==> src/rtl/gpio_pkg.sv <==
// Shared definitions for the gpio_irq_ctrl peripheral: register offsets,
// base-address compare width, read-as-zero default and the offset decoder.
package gpio_pkg;

  localparam int unsigned BUS_W = 32;
  localparam int unsigned OFS_W = 8;

  // Register offsets within the 4 KiB peripheral window
  localparam logic [OFS_W-1:0] GPIO_DATA_OFS     = 8'h00;
  localparam logic [OFS_W-1:0] GPIO_DIR_OFS      = 8'h04;
  localparam logic [OFS_W-1:0] GPIO_IN_OFS       = 8'h08;
  localparam logic [OFS_W-1:0] GPIO_SET_OFS      = 8'h0C;
  localparam logic [OFS_W-1:0] GPIO_CLR_OFS      = 8'h10;
  localparam logic [OFS_W-1:0] GPIO_TGL_OFS      = 8'h14;
  localparam logic [OFS_W-1:0] GPIO_IRQ_RISE_OFS = 8'h18;
  localparam logic [OFS_W-1:0] GPIO_IRQ_FALL_OFS = 8'h1C;
  localparam logic [OFS_W-1:0] GPIO_IRQ_STAT_OFS = 8'h20;

  // Address bits below this index are excluded from the base compare
  localparam int unsigned BASE_CMP_W = 12;

  // Value returned for write-only, unmapped or unselected reads
  localparam logic [BUS_W-1:0] RD_DEFAULT = '0;

  typedef enum logic [3:0] {
    RegData,
    RegDir,
    RegIn,
    RegSet,
    RegClr,
    RegTgl,
    RegIrqRise,
    RegIrqFall,
    RegIrqStat,
    RegNone
  } gpio_reg_e;

  // Map a byte offset onto a register identifier; unmapped offsets give RegNone
  function automatic gpio_reg_e decode_ofs(input logic [OFS_W-1:0] ofs);
    gpio_reg_e r;
    case (ofs)
      GPIO_DATA_OFS:     r = RegData;
      GPIO_DIR_OFS:      r = RegDir;
      GPIO_IN_OFS:       r = RegIn;
      GPIO_SET_OFS:      r = RegSet;
      GPIO_CLR_OFS:      r = RegClr;
      GPIO_TGL_OFS:      r = RegTgl;
      GPIO_IRQ_RISE_OFS: r = RegIrqRise;
      GPIO_IRQ_FALL_OFS: r = RegIrqFall;
      GPIO_IRQ_STAT_OFS: r = RegIrqStat;
      default:           r = RegNone;
    endcase
    return r;
  endfunction

endpackage

==> src/rtl/gpio_in_sync.sv <==
// Input path for gpio_irq_ctrl: per-pin synchroniser, optional debounce
// filter (GPIO_DEBOUNCE_EN) and previous-sample register with edge outputs.
module gpio_in_sync #(
  parameter int unsigned GPIO_W       = 32,
  parameter int unsigned SYNC_STAGES  = 2
`ifdef GPIO_DEBOUNCE_EN
  ,
  parameter int unsigned DEBOUNCE_DIV = 1000
`endif
) (
  input  logic              clk,
  input  logic              rst_n,
  input  logic [GPIO_W-1:0] gpio_in,
  output logic [GPIO_W-1:0] in_val,
  output logic [GPIO_W-1:0] rise,
  output logic [GPIO_W-1:0] fall
);

  logic [GPIO_W-1:0] sync_q [SYNC_STAGES];
  logic [GPIO_W-1:0] sync_out;
  logic [GPIO_W-1:0] prev_q;

  // Synchroniser chain: stage 0 captures the asynchronous pins
  always_ff @(posedge clk or negedge rst_n) begin
    if (!rst_n) begin
      for (int i = 0; i < SYNC_STAGES; i++) begin
        sync_q[i] <= '0;
      end
    end else begin
      sync_q[0] <= gpio_in;
      for (int i = 1; i < SYNC_STAGES; i++) begin
        sync_q[i] <= sync_q[i-1];
      end
    end
  end

  assign sync_out = sync_q[SYNC_STAGES-1];

`ifdef GPIO_DEBOUNCE_EN
  localparam int unsigned CNT_W = (DEBOUNCE_DIV > 1) ? $clog2(DEBOUNCE_DIV) : 1;

  logic [CNT_W-1:0]  cnt_q;
  logic              tick;
  logic [GPIO_W-1:0] samp_q;
  logic [GPIO_W-1:0] filt_q;
  logic [GPIO_W-1:0] agree;

  assign tick  = (cnt_q == CNT_W'(DEBOUNCE_DIV - 1));
  assign agree = ~(sync_out ^ samp_q);

  // Prescaler wraps every DEBOUNCE_DIV cycles and raises tick on the last count
  always_ff @(posedge clk or negedge rst_n) begin
    if (!rst_n) begin
      cnt_q <= '0;
    end else if (tick) begin
      cnt_q <= '0;
    end else begin
      cnt_q <= cnt_q + CNT_W'(1);
    end
  end

  // On each tick, a pin's filtered value follows only if two tick samples agree
  always_ff @(posedge clk or negedge rst_n) begin
    if (!rst_n) begin
      samp_q <= '0;
      filt_q <= '0;
    end else if (tick) begin
      samp_q <= sync_out;
      filt_q <= (agree & sync_out) | (~agree & filt_q);
    end
  end

  assign in_val = filt_q;
`else
  assign in_val = sync_out;
`endif

  // Previous sample of IN for edge detection
  always_ff @(posedge clk or negedge rst_n) begin
    if (!rst_n) begin
      prev_q <= '0;
    end else begin
      prev_q <= in_val;
    end
  end

  assign rise = in_val & ~prev_q;
  assign fall = ~in_val & prev_q;

endmodule

==> src/rtl/gpio_irq_ctrl.sv <==
// Memory-mapped GPIO with atomic SET/CLR/TGL, synchronised inputs, per-pin
// edge interrupts and a registered one-cycle-latency read port.
// Optional build macro: GPIO_DEBOUNCE_EN enables the input debounce filter.
module gpio_irq_ctrl
  import gpio_pkg::*;
#(
  parameter int unsigned GPIO_W       = 32,
  parameter logic [31:0] BASE_ADDR    = 32'h4000_0000,
  parameter int unsigned SYNC_STAGES  = 2,
  parameter int unsigned DEBOUNCE_DIV = 1000
) (
  input  logic              clk,
  input  logic              rst_n,
  input  logic [31:0]       bus_addr,
  input  logic [31:0]       bus_wdata,
  input  logic              bus_wr_en,
  input  logic              bus_rd_en,
  output logic [31:0]       bus_rdata,
  output logic              bus_rvalid,
  input  logic [GPIO_W-1:0] gpio_in,
  output logic [GPIO_W-1:0] gpio_out,
  output logic [GPIO_W-1:0] gpio_oe,
  output logic              irq
);

  // Elaboration-time parameter sanity checks
  if (GPIO_W < 1 || GPIO_W > 32) begin : g_bad_width
    $error("GPIO_W must be in 1..32");
  end
  if (SYNC_STAGES < 2) begin : g_bad_sync
    $error("SYNC_STAGES must be at least 2");
  end
  if (DEBOUNCE_DIV < 1) begin : g_bad_div
    $error("DEBOUNCE_DIV must be at least 1");
  end

  logic [GPIO_W-1:0] data_q, data_d;
  logic [GPIO_W-1:0] dir_q, dir_d;
  logic [GPIO_W-1:0] rise_en_q, rise_en_d;
  logic [GPIO_W-1:0] fall_en_q, fall_en_d;
  logic [GPIO_W-1:0] stat_q, stat_d;
  logic              irq_q;
  logic [31:0]       rdata_q;
  logic              rvalid_q;

  logic              sel;
  logic              wr;
  gpio_reg_e         reg_id;
  logic [GPIO_W-1:0] wdata;
  logic [GPIO_W-1:0] in_val;
  logic [GPIO_W-1:0] rise;
  logic [GPIO_W-1:0] fall;
  logic [31:0]       rd_word;
  logic              unused_addr;

  assign sel    = (bus_addr[31:BASE_CMP_W] == BASE_ADDR[31:BASE_CMP_W]);
  assign wr     = bus_wr_en & sel;
  assign reg_id = decode_ofs(bus_addr[OFS_W-1:0]);
  assign wdata  = bus_wdata[GPIO_W-1:0];

  // Offset is only the low byte; the rest of the window aliases
  assign unused_addr = ^bus_addr[BASE_CMP_W-1:OFS_W];

  gpio_in_sync #(
    .GPIO_W       (GPIO_W),
    .SYNC_STAGES  (SYNC_STAGES)
`ifdef GPIO_DEBOUNCE_EN
    ,
    .DEBOUNCE_DIV (DEBOUNCE_DIV)
`endif
  ) u_in_sync (
    .clk     (clk),
    .rst_n   (rst_n),
    .gpio_in (gpio_in),
    .in_val  (in_val),
    .rise    (rise),
    .fall    (fall)
  );

  // Register-file next state: bus writes plus edge-driven status capture
  always_comb begin
    data_d    = data_q;
    dir_d     = dir_q;
    rise_en_d = rise_en_q;
    fall_en_d = fall_en_q;
    stat_d    = stat_q;
    if (wr) begin
      case (reg_id)
        RegData:    data_d    = wdata;
        RegDir:     dir_d     = wdata;
        RegSet:     data_d    = data_q | wdata;
        RegClr:     data_d    = data_q & ~wdata;
        RegTgl:     data_d    = data_q ^ wdata;
        RegIrqRise: rise_en_d = wdata;
        RegIrqFall: fall_en_d = wdata;
        RegIrqStat: stat_d    = stat_q & ~wdata;
        default:    ;
      endcase
    end
    // Applied after the clear so a same-cycle edge wins over write-1-to-clear
    stat_d = stat_d | (rise & rise_en_q) | (fall & fall_en_q);
  end

  // Read mux over current register values, so a same-cycle write reads old data
  always_comb begin
    rd_word = RD_DEFAULT;
    if (sel) begin
      case (reg_id)
        RegData:    rd_word[GPIO_W-1:0] = data_q;
        RegDir:     rd_word[GPIO_W-1:0] = dir_q;
        RegIn:      rd_word[GPIO_W-1:0] = in_val;
        RegIrqRise: rd_word[GPIO_W-1:0] = rise_en_q;
        RegIrqFall: rd_word[GPIO_W-1:0] = fall_en_q;
        RegIrqStat: rd_word[GPIO_W-1:0] = stat_q;
        default:    ;
      endcase
    end
  end

  // Register file and interrupt flop
  always_ff @(posedge clk or negedge rst_n) begin
    if (!rst_n) begin
      data_q    <= '0;
      dir_q     <= '0;
      rise_en_q <= '0;
      fall_en_q <= '0;
      stat_q    <= '0;
      irq_q     <= 1'b0;
    end else begin
      data_q    <= data_d;
      dir_q     <= dir_d;
      rise_en_q <= rise_en_d;
      fall_en_q <= fall_en_d;
      stat_q    <= stat_d;
      irq_q     <= |stat_d;
    end
  end

  // Read port: any read strobe is answered; unselected reads return zero
  always_ff @(posedge clk or negedge rst_n) begin
    if (!rst_n) begin
      rdata_q  <= '0;
      rvalid_q <= 1'b0;
    end else begin
      rvalid_q <= bus_rd_en;
      if (bus_rd_en) begin
        rdata_q <= rd_word;
      end
    end
  end

  assign bus_rdata  = rdata_q;
  assign bus_rvalid = rvalid_q;
  assign gpio_out   = data_q;
  assign gpio_oe    = dir_q;
  assign irq        = irq_q;

endmodule

==> config.mk <==
export PLATFORM = sky130hd
export DESIGN_NAME = gpio_irq_ctrl
export DESIGN_NICKNAME = d
export VERILOG_FILES = /design/src/rtl/gpio_pkg.sv /design/src/rtl/gpio_in_sync.sv /design/src/rtl/gpio_irq_ctrl.sv
export SDC_FILE = /design/constraint.sdc
export NUM_CORES = 1
export LEC_CHECK = 0
export CAP_MARGIN = 5
export CORE_AREA = 2 2 159 161
export CTS_CLUSTER_DIAMETER = 150
export DETAILED_ROUTE_END_ITERATION = 6
export DIE_AREA = 0 0 161 163
export PLACE_DENSITY = 0.8
export SYNTH_ARGS = -nofsm -noshare
export SYNTH_HDL_FRONTEND = slang
export SYNTH_SLANG_ARGS = --single-unit
export TNS_END_PERCENT = 20
==> constraint.sdc <==
create_clock -name clk -period 2.5 [get_ports clk]
set_input_delay 0.5 -clock clk [delete_from_list [all_inputs] [get_ports clk]]
set_output_delay 0.5 -clock clk [all_outputs]
set_load 0.05 [all_outputs]
---- Yosys cells after proc, flatten, opt, wreduce, memory -nomap -nowiden ----
Index checks and enable logic that the tools add are counted.
cells by class
  add/subtract/negate cells ............... 0
  multipliers ............................. 0
  div/mod/pow operators ................... 0
  order comparisons ....................... 0
  equality and inequality tests ........... 17
  shift operators ......................... 0
  mux-type cells .......................... 6
  bitwise logic cells ..................... 14
  reduce and logical (&&, ||, !) cells .... 8
operators with widths
  kind                                                               count
  32-bit AND                                                         6
  32-bit one-hot mux with 6 select lines                             1
  32-bit one-hot mux with 4 select lines                             1
  32-bit two-way mux                                                 3
  32-bit inverter                                                    3
  32-bit bitwise OR                                                  3
  4-bit one-hot mux with 9 select lines                              1
  8-bit by 5-bit == test with 1-bit output, second input constant    4
  32-bit OR reduction                                                1
  32-bit XOR                                                         1
  20-bit by 19-bit == test with 1-bit output, second input constant  1
  4-bit by 3-bit == test with 1-bit output, second input constant    4
  8-bit by 4-bit == test with 1-bit output, second input constant    2
  4-bit by 2-bit == test with 1-bit output, second input constant    2
  8-bit by 3-bit == test with 1-bit output, second input constant    1
  8-bit by 6-bit == test with 1-bit output, second input constant    1
  8-bit zero test                                                    1
  2-bit AND reduction                                                4
  4-bit by 1-bit == test with 1-bit output, second input constant    1
  4-bit == test, second input constant                               1
  4-bit zero test                                                    1
  4-bit nonzero test                                                 1
  1-bit AND                                                          1
word-level totals
  register bits after elaboration ......... 290
  latch bits .............................. 0
  bits in writable memories ............... 0
  bits in read-only memories .............. 0
  input port bits ......................... 100
  logic and storage cells ................. 56
  memories kept ........................... 0

---- Longest topological paths before layout ----
  depth after elaboration ................. 8
  gate-level depth with buffers ........... 9
  gate-level depth less buffers ........... 7

---- Modules after synthesis ----
From an unflattened synthesis, not the netlist that was laid out.
unflattened totals
  cells, all modules ...................... 1246
  area, all modules ....................... 13311.5 um2
modules (own cells, without submodules)
  module         times used  cells an instance  area an instance (um2)  sequential area each (um2)
  gpio_irq_ctrl  1           1054               10108.4                 4854.7
  gpio_in_sync   1           192                3203.1                  2402.3

---- Worst setup path after synthesis ----
OpenSTA, ideal clock, no wires.
  path type ............................... input to register
  start ................................... in bus_addr[3]
  end ..................................... reg irq_q (netlist: irq)
  data arrival time ....................... 2515 ps
  data required time ...................... 2361 ps
  slack ................................... -154 ps
  stages .................................. 7
  path through ............................ buf_2 > nor4b_4 > nand4_2 > nor4_1 > o22ai_1 > or4_1 > or4_1
between the ends
  cells in the longest elaborated chain, start to end .. 8
ends and longest elaborated chain
  item                                                                    RTL line              text
  start, declared                                                         gpio_irq_ctrl.sv:14   input logic [31:0] bus_addr,
  8-bit by 6-bit == test with 1-bit output, or another cell as far along  gpio_pkg.sv:41        case (ofs)
  4-bit one-hot mux with 9 select lines (*)                               gpio_pkg.sv:41
  4-bit == test (*)                                                       gpio_irq_ctrl.sv:88   case (reg_id)
  32-bit two-way mux (*)                                                  gpio_irq_ctrl.sv:88
  32-bit two-way mux (*)                                                  gpio_irq_ctrl.sv:87   if (wr) begin
  32-bit bitwise OR (*) (2 in series)                                     gpio_irq_ctrl.sv:101  stat_d = stat_d | (rise & rise_en_q) | (fall & fall_en_q);
  32-bit OR reduction (*)                                                 gpio_irq_ctrl.sv:135  irq_q <= |stat_d;
  end signal, assigned                                                    gpio_irq_ctrl.sv:135
  end, declared                                                           gpio_irq_ctrl.sv:42   logic irq_q;
Mark *: on every way between the ends. The rest lies on a longest branch, timed or not.
A chain may end at the register's enable or synchronous reset.

---- Worst setup path after layout ----
  start ................................... in bus_addr[25]
  end ..................................... reg irq_q (netlist: irq)
between the ends
  cells in the longest elaborated chain, start to end .. 6
ends and longest elaborated chain
  item                                        RTL line              text
  20-bit by 19-bit == test with 1-bit output  gpio_irq_ctrl.sv:56   assign sel = (bus_addr[31:BASE_CMP_W] == BASE_ADDR[31:BASE_CMP_W]);
  1-bit AND                                   gpio_irq_ctrl.sv:57   assign wr = bus_wr_en & sel;
  32-bit two-way mux                          gpio_irq_ctrl.sv:87
  32-bit bitwise OR (2 in series)             gpio_irq_ctrl.sv:101
  32-bit OR reduction                         gpio_irq_ctrl.sv:135
Every way passes these cells.

==> summary.md <==
| Metric | Value |
|---|---|
| Die area | `26200 um^2` |
| Final critical-path required period | `2.46 ns` |
| Power Density | `548 nW/um^2` |
| IO Pins | `198` |
| CP max FO | `8` |
| Max incr delay on CP | `0.50 ns` |
| Yosys warns | `0` |
| CTS sink count | `290` |
| Number of synthesized flops with an enable pin | `0` |
| Placement Setup Slack | `-0.853 ns` |
| Final setup vio count | `0` |
| Nets | `1641` |
| Total Routing Usage GR | `30.9%` |
| WS Path Type | `in2reg` |
| Starting Density | `53.6%` |
| Final worst slack | `0.0383 ns` |
| Area of the multi-input gates | `5630 um^2` |
| Mean Syn Cell Area | `11.2 um^2` |
| Ys flop type | `dfrtp_1` |
| Antenna violations before repair | `0` |
| Worst reg2reg path endpoint | `irq$_DFF_PN0_` |
| Via count | `11284` |
| Netlist Area Pre-Place | `13200 um^2` |
| # DRC | `0` |
| Worst Hold Endpoint | `u_in_sync.in_val[9]$_DFF_PN0_` |
| First-pass DRT Iterations | `5` |
| Cell Rows | `58` |
| Register bit total from synthesis | `290` |
| Clock buffer depth | `3` |
| Max-slew headroom | `49.4%` |
| GR Overflow Total | `0` |
| CP endpoint kind | `register` |
| Clock transition at the registers of the reported paths | `0.07 ns` |
| Fillcell total | `1642` |
| Max Clock Skew | `0.00797 ns` |
| Overall power | `9.73 mW` |
| Syn_nets | `1346` |
| Diode count | `0` |
| CTS H-tree lvls | `1` |
| Crit share post-route | `98.5%` |
| Area growth from synthesis to layout | `34.2%` |
| TritonCTS Buffers | `30` |
| Status | `complete, no violations` |
| Final TNS setup | `0 ns` |
| Synth top area cells | `dfrtp_1 (55%), ha_1 (6.1%), mux2_2 (5.3%)` |
| Max Cap Violations | `0` |
| Cell Chain, Critical Path | `clkdlybuf4s15_1 > nor4_4 > buf_4 > nand4_4 > buf_12 > buf_4 > nor4_4 > o22ai_1 > or4_1 > or4_1` |
| Sequential area share after synthesis | `54.9%` |
| Synth area leader | `dfrtp_1` |
| WL final | `40.9 mm` |
| GP Congestion | `0.930` |
| Count of cell types in the netlist | `39` |
| Clk_lat worst skew | `0.56 ns` |
| R2r setup slk | `0.17 ns` |
| Required @ worst endpoint | `2.93 ns` |
| IO Port Bufs | `193` |
| Share of layout cells above drive strength 1 | `21.0%` |
| Async SR Flop Fraction | `100%` |
| Die Width | `161 um` |
| CTS tree | `done` |
| Clock root buffer | `clkbuf_16` |
| Leak pwr | `8.08 nW` |
| Min-delay src | `u_in_sync.sync_q[41]$_DFF_PN0_` |
| Crit path DAT | `2.89 ns` |
| Crit path from | `bus_addr[25]` |
| Fmax | `0.406 GHz` |
| Most frequent cells after synthesis | `dfrtp_1 (290), inv_1 (96), nand2_1 (68)` |
| DR iter-0 viols | `1120` |
| Vias in the first global route | `11646` |
| Final ANT Viol Nets | `0` |
| Die Ht | `163 um` |
| Synth Instances | `1182` |
| Largest net degree at the start of global routing | `66` |
| Final Hold Viols | `0` |
| Worst-Margin Slew | `0.751 ns` |
| Yosys top cell area share | `54.9%` |
| Post-DP HPWL | `27.8 mm` |
| Hold WC Path Type | `reg2reg` |
| Critical Path Source Type | `primary input` |
| First-pass GRT wire length | `63.0 mm` |
| Count leader, synth | `dfrtp_1` |
| Cell family with most CP delay | `simple AND/OR/NAND/NOR gates` |
| Worst Path Buf+Inv | `4` |
| Reg-to-Reg Start | `u_in_sync.in_val[26]$_DFF_PN0_` |
| VDD IR max | `0.415 mV` |
| WL/cell | `22.4 um` |
| Post-layout util | `71.9%` |
| Worst Reg-to-Reg Cells | `6` |
| DR vias/cell | `6.19` |
| Max-slew violations | `0` |
| Register Area | `7260 um^2` |
| Core footprint | `24700 um^2` |
| Hold Crit Depth | `0` |
| Worst path slowest cell | `or4_1` |
| Hold slack | `0.343 ns` |
[state kept, by name, indices dropped and copies added (netlist names)]
register	flops
rise_en_q	32
gpio_out	32
bus_rdata	32
irq	1
fall_en_q	32
stat_q	32
u_in_sync.in_val	32
gpio_oe	32
u_in_sync.prev_q	32
u_in_sync.sync_q	32
bus_rvalid	1
[layer usage]
metal | wire [um] | vias up | share of wire (%) | GRT usage [%]
met2 | 19400 | 713 | 47 | 50.3
met5 | 0 | - | 0 | 0
met4 | 1570 | 0 | 3.8 | 14.0
li1 | - | 4878 | - | -
met3 | 3790 | 129 | 9.3 | 6.19
met1 | 16200 | 5564 | 40 | 40.5
[cell usage in the layout, fill, tap and decap left out, drive strengths merged, types with 24 or more instances in the layout]
cell,Yosys,routed
dfrtp,290,290
clkdlybuf4s50,0,164
buf,11,142
inv,96,96
nand2,68,68
o21ai,66,66
mux2,65,65
ha,64,64
a21oi,62,62
clkbuf,58,53
nor2,50,50
o22ai,36,36
nand3b,33,33
a221oi,33,33
a22o,32,32
a221o,32,32
a22oi,31,31
a21o,31,31
nor4,28,28
nand3,25,25
o31a,24,24
or2,24,24
[stage by stage]
stage          area [um^2]  cells
2_1_floorplan        13400   1182
3_3_place_gp         16600   1758
3_5_place_dp         16600   1758
4_1_cts              17700   1819
5_1_grt              17700   1824
6_report             17700   1824
[worst max-delay path by stage]
stage / cells after the start / endpoint
global placement: 8 / irq$_DFF_PN0_
CTS: 9 / irq$_DFF_PN0_
detailed placement: 8 / irq$_DFF_PN0_
global route: 10 / irq$_DFF_PN0_
floorplan: 7 / irq$_DFF_PN0_
finish: 10 / irq$_DFF_PN0_
[kinds of logic (layout without fill, tap and decap cells)]
group / count (synthesis) / after routing / synth area share, %
compound gates: 349 / 349 / 18.5
flops: 290 / 290 / 54.9
simple gates: 249 / 249 / 10.3
buf+inv: 165 / 477 / 4.77
mux: 65 / 65 / 5.53
fa+ha+maj: 64 / 64 / 6.05
[layout make-up]
type,instances,share of cell area (%)
Timing Repair Buffer,332,17.7
Clock buffer,44,4.76
Multi-Input combinational cell,727,31.7
Clock inverter,5,0.564
Tap cell,330,2.33
Sequential cell,290,40.9
Inverter,96,2.03
[power breakdown]
part / internal (mW) / switching (mW)
logic: 0.233 / 0.297
clock network: 2.61 / 1.76
registers: 4.77 / 0.0532
[repair_timing]
| action | CTS | global route |
|---|---|---|
| cloned | 1 | 0 |
| resized for setup | 62 | 27 |
| hold buffers | 1 | 0 |
| hold endpoints to repair | 52 | 0 |
| endpoints found under the setup margin | 33 | 3 |
| buffers inserted | 10 | 5 |
| pin swaps | 23 | 15 |
No activity file was read; power rests on OpenSTA's default activity.
